**src/rtl/mem_arbiter.sv**
```systemverilog
// Round-robin arbiter sharing one untagged memory port between icache and dcache.
// A single transaction is in flight; the grant is held until it completes.
module mem_arbiter #(
  parameter int ADDR_BITS  = 28,
  parameter int DATA_BITS  = 128,
  parameter int READ_BEATS = 4
) (
  input  logic                   clk,
  input  logic                   reset,
  input  logic                   ic_req_valid,
  output logic                   ic_req_ready,
  input  logic [ADDR_BITS-1:0]   ic_req_addr,
  input  logic                   ic_req_rw,
  input  logic                   ic_req_data_valid,
  output logic                   ic_req_data_ready,
  input  logic [DATA_BITS-1:0]   ic_req_data_bits,
  input  logic [DATA_BITS/8-1:0] ic_req_data_mask,
  output logic                   ic_resp_valid,
  output logic [DATA_BITS-1:0]   ic_resp_data,
  input  logic                   dc_req_valid,
  output logic                   dc_req_ready,
  input  logic [ADDR_BITS-1:0]   dc_req_addr,
  input  logic                   dc_req_rw,
  input  logic                   dc_req_data_valid,
  output logic                   dc_req_data_ready,
  input  logic [DATA_BITS-1:0]   dc_req_data_bits,
  input  logic [DATA_BITS/8-1:0] dc_req_data_mask,
  output logic                   dc_resp_valid,
  output logic [DATA_BITS-1:0]   dc_resp_data,
  output logic                   mem_req_valid,
  input  logic                   mem_req_ready,
  output logic [ADDR_BITS-1:0]   mem_req_addr,
  output logic                   mem_req_rw,
  output logic                   mem_req_data_valid,
  input  logic                   mem_req_data_ready,
  output logic [DATA_BITS-1:0]   mem_req_data_bits,
  output logic [DATA_BITS/8-1:0] mem_req_data_mask,
  input  logic                   mem_resp_valid,
  input  logic [DATA_BITS-1:0]   mem_resp_data,
  output logic [1:0]             grant,
  output logic                   err
);

  localparam int MW = DATA_BITS / 8;
  localparam int CW = (READ_BEATS > 1) ? $clog2(READ_BEATS) : 1;
  localparam logic [CW-1:0] LAST = CW'(READ_BEATS - 1);

  typedef enum logic [1:0] {IDLE, REQ, WDATA, RRESP} state_e;

  state_e        state_q, state_d;
  logic [1:0]    grant_q, grant_d;
  logic          ptr_q, ptr_d;
  logic [CW-1:0] cnt_q, cnt_d;
  logic          wdone_q, wdone_d;
  logic          err_q, err_d;

  logic own_ic, own_dc;
  logic in_req, in_wd, in_rr;
  logic o_valid, o_rw, o_dvalid;
  logic dphase, req_hs, dat_hs;
  logic win_dc;

  assign own_ic = grant_q[0];
  assign own_dc = grant_q[1];
  assign in_req = (state_q == REQ);
  assign in_wd  = (state_q == WDATA);
  assign in_rr  = (state_q == RRESP);

  assign o_valid  = (own_ic & ic_req_valid)
                  | (own_dc & dc_req_valid);
  assign o_rw     = (own_ic & ic_req_rw)
                  | (own_dc & dc_req_rw);
  assign o_dvalid = (own_ic & ic_req_data_valid)
                  | (own_dc & dc_req_data_valid);

  assign mem_req_addr = ({ADDR_BITS{own_ic}} & ic_req_addr)
                      | ({ADDR_BITS{own_dc}} & dc_req_addr);
  assign mem_req_rw   = o_rw;
  assign mem_req_data_bits =
      ({DATA_BITS{own_ic}} & ic_req_data_bits)
    | ({DATA_BITS{own_dc}} & dc_req_data_bits);
  assign mem_req_data_mask =
      ({MW{own_ic}} & ic_req_data_mask)
    | ({MW{own_dc}} & dc_req_data_mask);

  // Write data may go out while the request itself is still pending.
  assign dphase = in_wd | (in_req & o_rw & ~wdone_q);

  assign mem_req_valid      = in_req & o_valid;
  assign mem_req_data_valid = dphase & o_dvalid;
  assign req_hs = mem_req_valid & mem_req_ready;
  assign dat_hs = mem_req_data_valid & mem_req_data_ready;

  assign ic_req_ready      = own_ic & in_req & mem_req_ready;
  assign dc_req_ready      = own_dc & in_req & mem_req_ready;
  assign ic_req_data_ready = own_ic & dphase & mem_req_data_ready;
  assign dc_req_data_ready = own_dc & dphase & mem_req_data_ready;

  assign ic_resp_valid = own_ic & in_rr & mem_resp_valid;
  assign dc_resp_valid = own_dc & in_rr & mem_resp_valid;
  assign ic_resp_data  = mem_resp_data;
  assign dc_resp_data  = mem_resp_data;

  assign grant = grant_q;
  assign err   = err_q;

  assign win_dc = dc_req_valid & (~ic_req_valid | ptr_q);

  always_comb begin
    state_d = state_q;
    grant_d = grant_q;
    ptr_d   = ptr_q;
    cnt_d   = cnt_q;
    wdone_d = wdone_q;
    err_d   = err_q | (mem_resp_valid & ~in_rr);
    unique case (state_q)
      IDLE: begin
        wdone_d = 1'b0;
        if (ic_req_valid | dc_req_valid) begin
          grant_d = win_dc ? 2'b10 : 2'b01;
          ptr_d   = ~win_dc;
          state_d = REQ;
        end
      end
      REQ: begin
        if (dat_hs) wdone_d = 1'b1;
        if (req_hs) begin
          if (!o_rw) begin
            state_d = RRESP;
            cnt_d   = '0;
          end else if (wdone_q | dat_hs) begin
            state_d = IDLE;
            grant_d = 2'b00;
          end else begin
            state_d = WDATA;
          end
        end
      end
      WDATA: begin
        if (dat_hs) begin
          state_d = IDLE;
          grant_d = 2'b00;
        end
      end
      RRESP: begin
        if (mem_resp_valid) begin
          cnt_d = cnt_q + 1'b1;
          if (cnt_q == LAST) begin
            state_d = IDLE;
            grant_d = 2'b00;
            cnt_d   = '0;
          end
        end
      end
      default: begin
        state_d = IDLE;
        grant_d = 2'b00;
      end
    endcase
  end

  always_ff @(posedge clk or negedge reset) begin
    if (!reset) begin
      state_q <= IDLE;
      grant_q <= 2'b00;
      ptr_q   <= 1'b1;
      cnt_q   <= '0;
      wdone_q <= 1'b0;
      err_q   <= 1'b0;
    end else begin
      state_q <= state_d;
      grant_q <= grant_d;
      ptr_q   <= ptr_d;
      cnt_q   <= cnt_d;
      wdone_q <= wdone_d;
      err_q   <= err_d;
    end
  end

endmodule

```
**config.mk**
```make
export PLATFORM = sky130hd
export DESIGN_NAME = mem_arbiter
export DESIGN_NICKNAME = d
export VERILOG_FILES = /design/src/rtl/mem_arbiter.sv
export SDC_FILE = /design/constraint.sdc
export NUM_CORES = 1
export LEC_CHECK = 0
export ABC_AREA = 1
export BUFFER_PORTS_ARGS = -buffer_cell sky130_fd_sc_hd__buf_2
export CORE_AREA = 2 2 361 363
export DETAILED_ROUTE_END_ITERATION = 10
export DIE_AREA = 0 0 363 365
export MAX_ROUTING_LAYER = met4
export SYNTH_ARGS = -nofsm -noshare
export SYNTH_HDL_FRONTEND = slang
export SYNTH_SLANG_ARGS = --single-unit
export TNS_END_PERCENT = 10
```
**constraint.sdc**
```tcl
create_clock -name clk -period 3.15 [get_ports clk]
set_input_delay 0.4725 -clock clk [delete_from_list [all_inputs] [get_ports clk]]
set_output_delay 0.4725 -clock clk [all_outputs]
set_load 0.01 [all_outputs]
```
Word level (Yosys, flattened, before mapping). Index checks and enable logic that the tools add are counted.

$lt $le $gt $ge: 0. Shifts and indexed selects: 0. Equality and inequality tests: 13. Bitwise operators: 47. Mux-type cells: 21. Add/sub/neg operators: 1. Multiply operators: 0. Div/mod/pow operators: 0. Reduce and logical (&&, ||, !) cells: 8.

Operators with widths (number): 128-bit AND (2); 128-bit bitwise OR (1); 28-bit AND (2); 16-bit AND (2); 2-bit two-way mux (16); 28-bit bitwise OR (1); 1-bit AND (26); 16-bit bitwise OR (1); 2-bit case mux with 4 select lines (2); 2-bit by 1-bit inequality test with 1-bit output (second input constant) (6); 1-bit bitwise OR (8); 7-bit AND reduction (1); 2-bit == test (second input constant) (3); 2-bit inequality test (second input constant) (3); 5-bit AND reduction (1); 1-bit NOT (4); 2-bit case mux with 2 select lines (1); 2-bit AND reduction (2); 4-bit AND reduction (1); 2-bit nonzero test (2); 2-bit by 1-bit adder with 2-bit output (second input constant) (1); 2-bit by 1-bit == test with 1-bit output (second input constant) (1); 2-bit logical NOT (1); 1-bit case mux with 2 select lines (1); 1-bit two-way mux (1).

Output and inout bits: 440. Bits in registers: 9. Latch bits: 0. Memories: 0. Memory bits (writable): 0. Bits in read-only memories: 0. Bits of input ports: 483.

Logic depth before layout (Yosys ltp). Gate-level depths: netlist of run 1.

Word-level depth: 12. Depth in mapped cells: 10.

Least setup slack after synthesis of run 1. OpenSTA, ideal clock, no wires.

Path kind: reg2out. Start point: reg grant_q[0], in the netlist grant[0]. End point: out mem_req_data_bits[100]. Setup slack: 1476 ps. Buffers on the path: 3. Arrival: 1201 ps. Required time: 2677 ps. Cell stages (with the launch flop): 5. Cells stage by stage: dfrtp_1 > buf_2 > buf_2 > buf_1 > a22o_1.

Cells in the longest elaborated chain, start to end: 2.

RTL lines: from (decl) (RTL line 51) `logic [1:0] grant_q, grant_d;`; from (signal assigned) (RTL line 172) `grant_q <= grant_d;`; 128-bit AND (RTL line 80) `({DATA_BITS{own_ic}} & ic_req_data_bits)`; 128-bit bitwise OR (RTL line 81) `| ({DATA_BITS{own_dc}} & dc_req_data_bits);`; to (decl) (RTL line 36) `output logic [DATA_BITS-1:0] mem_req_data_bits,`.

Every way passes these cells.

Worst setup path after layout of run 1.
Start point: reg grant_q[0], in the netlist grant[0]. End point: out mem_req_data_bits[68].

The elaborated chain is that of the path after synthesis.

==> metrics.cfg, run 1 <==
[final_layout]
area_growth_pct=70.3
fin_nets=1293
fin_area_sq_um=7160
final_util_pct=5.57
drive_above_1_share_pct=69.4
fill_cells=15300

[timing]
fin_crit_ps=2330
hold_ws_ps=99.2
finalSetupViolCount=0
tightest_slew_ps=482
finalSetupTns_ps=0
hold_viol=0
max_slew_margin_pct=67.8
skew_ps=0.486
drv_slew=0
rsz0062_at_grt=no
fin_crit_sh_pct=74.0
fmax_mhz=429

[worst_setup_path]
slowest_delay_ps=600
crit_path_end_kind=output pin
required_ps=2680
critical_path.startpoint_type=flop
slowest_stage=dfrtp_4
path_cells=buf_12, a22o_1, buf_2
path_buf_inv=2
rrSetupSlack_ps=1230
critical_path.top_delay_family=flip-flops
crit_path_max_fanout=71
path_class=reg -> out
critPathArrivalTime_ps=1860

[cts]
clock_path_buffers=2
post_cts_resize_count=0
cts_hold_buf=0
htree_levels=1
clock_tree.root_cell=clkbuf_16
clk_pin_slew_worst_paths_ps=40
cts_tree=built
cts_setup_buffers=0
cts_sinks=9
clock_latency_ps=240
numCtsBuffers=3

[grt]
grt_max_degree=80
grt_pass1_vias=5287
antenna_found_initial=55
grt_usage_pct=13.0
overflow=0
grt_pass1_wl_microns=97100

[die]
rows=132
chipHeight_microns=365
boundaryPins=923
start_util_pct=3.27
die_area_sq_um=132000
fp.dieW_microns=363
core_sq_um=129000

[place]
io_buffer_count=538
hpwl_microns=84400
placed_area_sq_um=7010
place.gp.congestion=0.742

[yosys]
synth_area_sq_um=4210
async_flop_share_pct=100
synth_edf_count=0
synthesis.nets=1036
yosys_warnings=0
synthCells=552
ys_ff_latch=9
ys_seq_area_share_pct=5.39
ys_top_cells_by_count=256 x buf_4, 172 x a22o_1, 30 x buf_2, 22 x nand2_1, 17 x inv_1
synth_top_area_share_pct=45.7
ys.flop_type=dfrtp_1
synth.most_common_cell=buf_4
ys_types=27
synth_area_leaders=buf_4 46%, a22o_1 36%, dfrtp_1 4.8%, buf_2 3.6%, nand2_1 2.0%
synth_top_area_cell=buf_4
synth.avg_cell_area_sq_um=7.62

[detailed_routing]
dr.pass1.iters=5
top_layer_used=met4
wl_met1_microns=32700
dr_total_vias=5505
viasPerCell=2.19
routedWlPerCell_microns=35.3
dr_wl_met3_microns=17100
wl_met2_microns=37400
drcViolationCount=0
wl_microns=88600
dr.first_iter.drc_count=214
antenna_left=0

[flow_run]
maxCapViolCount=0

[power]
peakVddDrop_uv=288
power_frac_comb_pct=90.7
p_int_mw=1.89
seqPwrFrac_pct=5.0
switching_share_pct=65.2
powerDensity_nw_per_um2=759
clockPowerShare_pct=4.3
p_sw_mw=3.55
static-leakage-power_nw=3.34

[status]
status=finished clean

[hold_path]
min_path_type=in -> async

==> final timing paths <==
| kind | startpoint | end | cells after the start |
|---|---|---|---|
| min reg2reg | err | err | 1 |
| max | grant[0] | mem_req_data_bits[68] | 3 |
| max reg2reg | grant[0] | state_q[1] | 7 |
| max in group asynchronous | reset | ptr_q | 1 |
| min | reset | cnt_q[1] | 1 |
| min in group clk | err | err | 1 |
==> layout by cell type (no fill, tap or decap), drive strengths merged, types with 2 or more instances in the layout <==
cell,count
buf,547
nand2,23
dfrtp,8
nand3,8
clkbuf,4
nor3,6
nor2,4
o211ai,2
a22o,172
diode,28
a21oi,4
inv,19
o21ai,4
==> layer usage <==
metal | up-vias | track usage (%)
met5 | - | -
met4 | 0 | 1.48
met3 | 86 | 11.5
met2 | 781 | 19.1
met1 | 2359 | 13.2
li1 | 2279 | -
==> worst reg2reg max path, delay by kind of cell (launching register included) <==
family	cells	cell delay, ps
AND/OR/NAND/NOR	4	550
flip-flops	1	600
buffers and inverters	1	370
AO/OA/AOI/OAI	2	280
==> cell type report <==
type                    count  area, sq um  area share, %
clock buffers               4         78.8           1.10
diodes                     28         70.1          0.978
well taps                1675         2100           29.3
multi-input cells         229         1800           25.2
flip-flops and latches      9          234           3.27
inverters                  19         71.3          0.996
repair buffers            547         2810           39.2
==> through the flow <==
stage | cells | worst slack (ps) | power, mW
6_report | 2511 | 819 | 5.44
5_1_grt | 2508 | 711 | 5.81
4_1_cts | 2483 | 767 | 5.72
3_5_place_dp | 2479 | 1030 | 5.46
3_3_place_gp | 2479 | 1050 | 5.41
2_1_floorplan | 552 | 1480 | 2.58
==> cells by family after synthesis <==
kind of cell / count (synthesis) / share of synthesized area, %
simple gates: 42 / 4.64
compound gates: 186 / 37.9
flops: 9 / 5.39
fa+ha+maj: 1 / 0.297
buf+inv: 314 / 51.8
==> state kept, by name (all words and copies together) (netlist names) <==
register,flops
cnt_q,2
err,1
grant,2
ptr_q,1
state_q,2
wdone_q,1
==> power groups by stage <==
| stage | clock, mW | combinational, mW | sequential [mW] |
|---|---|---|---|
| finish | 0.233 | 4.93 | 0.272 |
| CTS | 0.238 | 5.20 | 0.281 |
| floorplan | 0 | 2.37 | 0.208 |
| global placement | 0 | 5.13 | 0.276 |
| detailed placement | 0 | 5.18 | 0.283 |
| global route | 0.243 | 5.28 | 0.287 |
Power figures use the tool's default switching activity.
==> run 2: changes to the inputs <==
Settings changed: ABC_AREA 1 to 0, CORE_AREA 2 2 361 363 to 2 2 360 362, DIE_AREA 0 0 363 365 to 0 0 362 364.
Clock period 3.15 ns to 2 ns, I/O delays scaled along.
==> run 2 against run 1 <==
  * Critical path depth up 1
  * Clock power up 55%
  * Count of clock-buffer cells in the layout unchanged
  * First-iteration DRC count down 6.5%
  * Die area down 0.55%
  * Global-route usage down 1.1 points
  * Flip-flop and latch count unchanged
  * Synthesized area up 0.30%
  * Core utilization up 0.52 points
  * Sequential power up 42%
  * Setup slack worse by 760 ps
  * Non-clock buffer count up 23
==> metrics.cfg, run 2 <==
[yosys]
synth_xor_area_share_pct=0  ; unchanged
synth.avg_cell_area_sq_um=7.91  ; +3.9%
synth_top_area_cell=buf_4
synth_mux_area_share_pct=0.267  ; +0.27 points
synth_top_family_by_area=buffers and inverters
ys_top_cells_by_count=256 x buf_4, 172 x a22o_1, 31 x clkbuf_1, 8 x dfrtp_1, 8 x nor2_1
synthesis.nets=1017  ; -1.8%
ys_ff_latch=9  ; unchanged
synthCells=533  ; -3.4%
ys_types=35  ; +30%
yosys_warnings=0  ; unchanged
synth.most_common_cell=buf_4
ys.flop_type=dfrtp_1
synth_area_leaders=buf_4 46%, a22o_1 36%, dfrtp_1 4.7%, clkbuf_1 2.8%, a22oi_4 1.0%
async_flop_share_pct=100  ; unchanged
ys_seq_area_share_pct=5.37  ; -0.016 points
synth_top_area_share_pct=45.6  ; -0.14 points
synth_compound_area_share_pct=40.6  ; +2.7 points
synth_edf_count=0  ; unchanged
synth_area_sq_um=4220  ; +0.30%
synth-simple-area-share_pct=3.14  ; -1.5 points
synthAdderAreaFrac_pct=0.297  ; -0.00088 points

[worst_setup_path]
crit_top_cell=buf_12
slowest_stage=dfrtp_4
crit_path_max_fanout=11  ; -85%
critical_path.startpoint_type=flop
required_ps=1700  ; -980 ps
slowest_delay_ps=530  ; -70 ps
crit_path_end_kind=output pin
path_cells=buf_12, buf_12, a22o_1, buf_2
path_class=reg -> out
critPathArrivalTime_ps=1640  ; -220 ps

[detailed_routing]
routedWlPerCell_microns=31.4  ; -11%
wl_microns=80700  ; -9.0%
viasPerCell=2.24  ; +2.3%
drcViolationCount=0  ; unchanged
dr.pass1.iters=4  ; -1
dr.first_iter.drc_count=200  ; -6.5%
dr_total_vias=5765  ; +4.7%
antenna_left=0  ; unchanged

[final_layout]
drive_above_1_share_pct=72.1  ; +2.6 points
final_common_cell=buf_2
fin_nets=1294  ; +0.077%
fill_cells=15200  ; -0.77%
final_cell_mix=523 x buf_2, 172 x a22o_1, 26 x buf_12
area_growth_pct=85.3
fin_area_sq_um=7810  ; +9.1%

[hold_path]
min_path_type=in -> reg

[grt]
overflow=0  ; unchanged
grt_pass1_wl_microns=90800  ; -6.5%
grt_pass1_vias=5387  ; +1.9%
antenna_found_initial=110  ; +100%
grt_usage_pct=11.9  ; -1.1 points
grt_max_degree=44  ; -45%

[timing]
finalSetupViolCount=0  ; unchanged
hold_viol=0  ; unchanged
fin_crit_ps=1940
hold_ws_ps=284  ; +185 ps
drv_slew=0  ; unchanged
max_slew_margin_pct=76.1  ; +8.2 points
finalSetupTns_ps=0  ; unchanged
tightest_slew_ps=354  ; -128 ps
fin_crit_sh_pct=97.0
rsz0062_at_grt=no
fmax_mhz=515
skew_ps=0.525  ; +0.0392 ps

[status]
status=finished clean

[place]
hpwl_microns=77400  ; -8.3%
io_buffer_count=538  ; unchanged
placed_area_sq_um=7500  ; +7.0%
place.gp.congestion=0.790  ; +6.5%

[cts]
cts_sinks=9  ; unchanged
clk_pin_slew_worst_paths_ps=40  ; about the same
clock_tree.root_cell=clkbuf_16
cts_tree=built
clock_latency_ps=240  ; about the same
numCtsBuffers=3  ; unchanged
clock_path_buffers=2  ; unchanged
htree_levels=1  ; unchanged

[power]
peakVddDrop_uv=515  ; +79%
powerDensity_nw_per_um2=1160  ; +53%
static-leakage-power_nw=3.49  ; +4.4%

[die]
fp.dieW_microns=362  ; -0.28%
boundaryPins=923  ; unchanged
chipHeight_microns=364  ; -0.27%
die_area_sq_um=132000  ; -0.55%
start_util_pct=3.29  ; +0.018 points
rows=132  ; unchanged
core_sq_um=128000  ; -0.26%

[flow_run]
maxCapViolCount=0  ; unchanged

run 2: cell types whose count changed after synthesis, sizes merged, moves of 3 or more:
| cell | change |
|---|---|
| nand3 | -8 |
| clkbuf | +26 |
| nand2 | -20 |
| a22oi | +3 |
| a21o | +3 |
| inv | -14 |
| buf | -23 |
| nor2 | +4 |
run 2: path summary, 6_finish.rpt:
check                          startpoint         endpoint  slack, ps  cells past startpoint
setup / recovery                 grant[0]  mem_req_addr[4]         60                      4
min in group asynchronous           reset         cnt_q[1]        460                      2
hold reg to reg                       err              err        450                      1
max in group asynchronous           reset            ptr_q       1290                      2
hold / removal             mem_resp_valid              err        280                      2
setup reg to reg                 grant[0]         cnt_q[1]        230                      6
run 2: layout make-up:
type / instances / area (sq um) / share of cell area, %
inverters: 5 / 18.8 / 0.240
repair buffers: 570 / 3300 / 42.2
flip-flops and latches: 9 / 235 / 3.01
clock buffers: 4 / 78.8 / 1.01
multi-input cells: 221 / 1870 / 24.0
well taps: 1675 / 2100 / 26.8
diodes: 86 / 215 / 2.75
run 2: layer usage:
metal	GRT usage, %	up-vias	routed length, microns	share of wire, %
met3	12.8	108	19600	24
met1	10.0	2478	24000	30
li1	-	2394	-	-
met4	1.99	0	1820	2.3
met5	-	-	0	0
met2	18.3	785	35200	44
run 2: kinds of logic after synthesis:
family          count (synthesis)
simple gates                   25
compound gates                194
buf+inv                       303
mux                             1
fa+ha+maj                       1
flops                           9
run 2: critical path, delay by kind of cell (launching register included):
kind	cells	cell delay, ps
buffers and inverters	3	540
DFF	1	530
AOI/OAI and AO/OA	1	300
run 2: what timing repair did:
item                       4_1_cts  5_1_grt
setup endpoints to repair        0        2
hold buffers                     1        0
resized for setup                0        3
setup buffers                    0        0
hold endpoints to repair         8        0
run 2: per-stage QoR:
step	worst slack [ps]	cells	power, mW	utilization, %
after floorplan	398	533	4.04	-
after global placement	293	2479	9.08	5.85
after detailed placement	237	2479	9.17	5.85
after CTS	11.0	2484	9.58	5.92
after global routing	5.79	2568	9.75	6.08
final	59.9	2570	9.06	6.09
run 2: report_power, final:
part | internal (mW) | switching (mW) | total [mW] | leakage [nW]
registers | 0.275 | 0.111 | 0.385 | 0.104
clock network | 0.267 | 0.0943 | 0.361 | 0.0387
logic | 3.21 | 5.10 | 8.31 | 3.35
total | 3.75 | 5.31 | 9.06 | 3.49
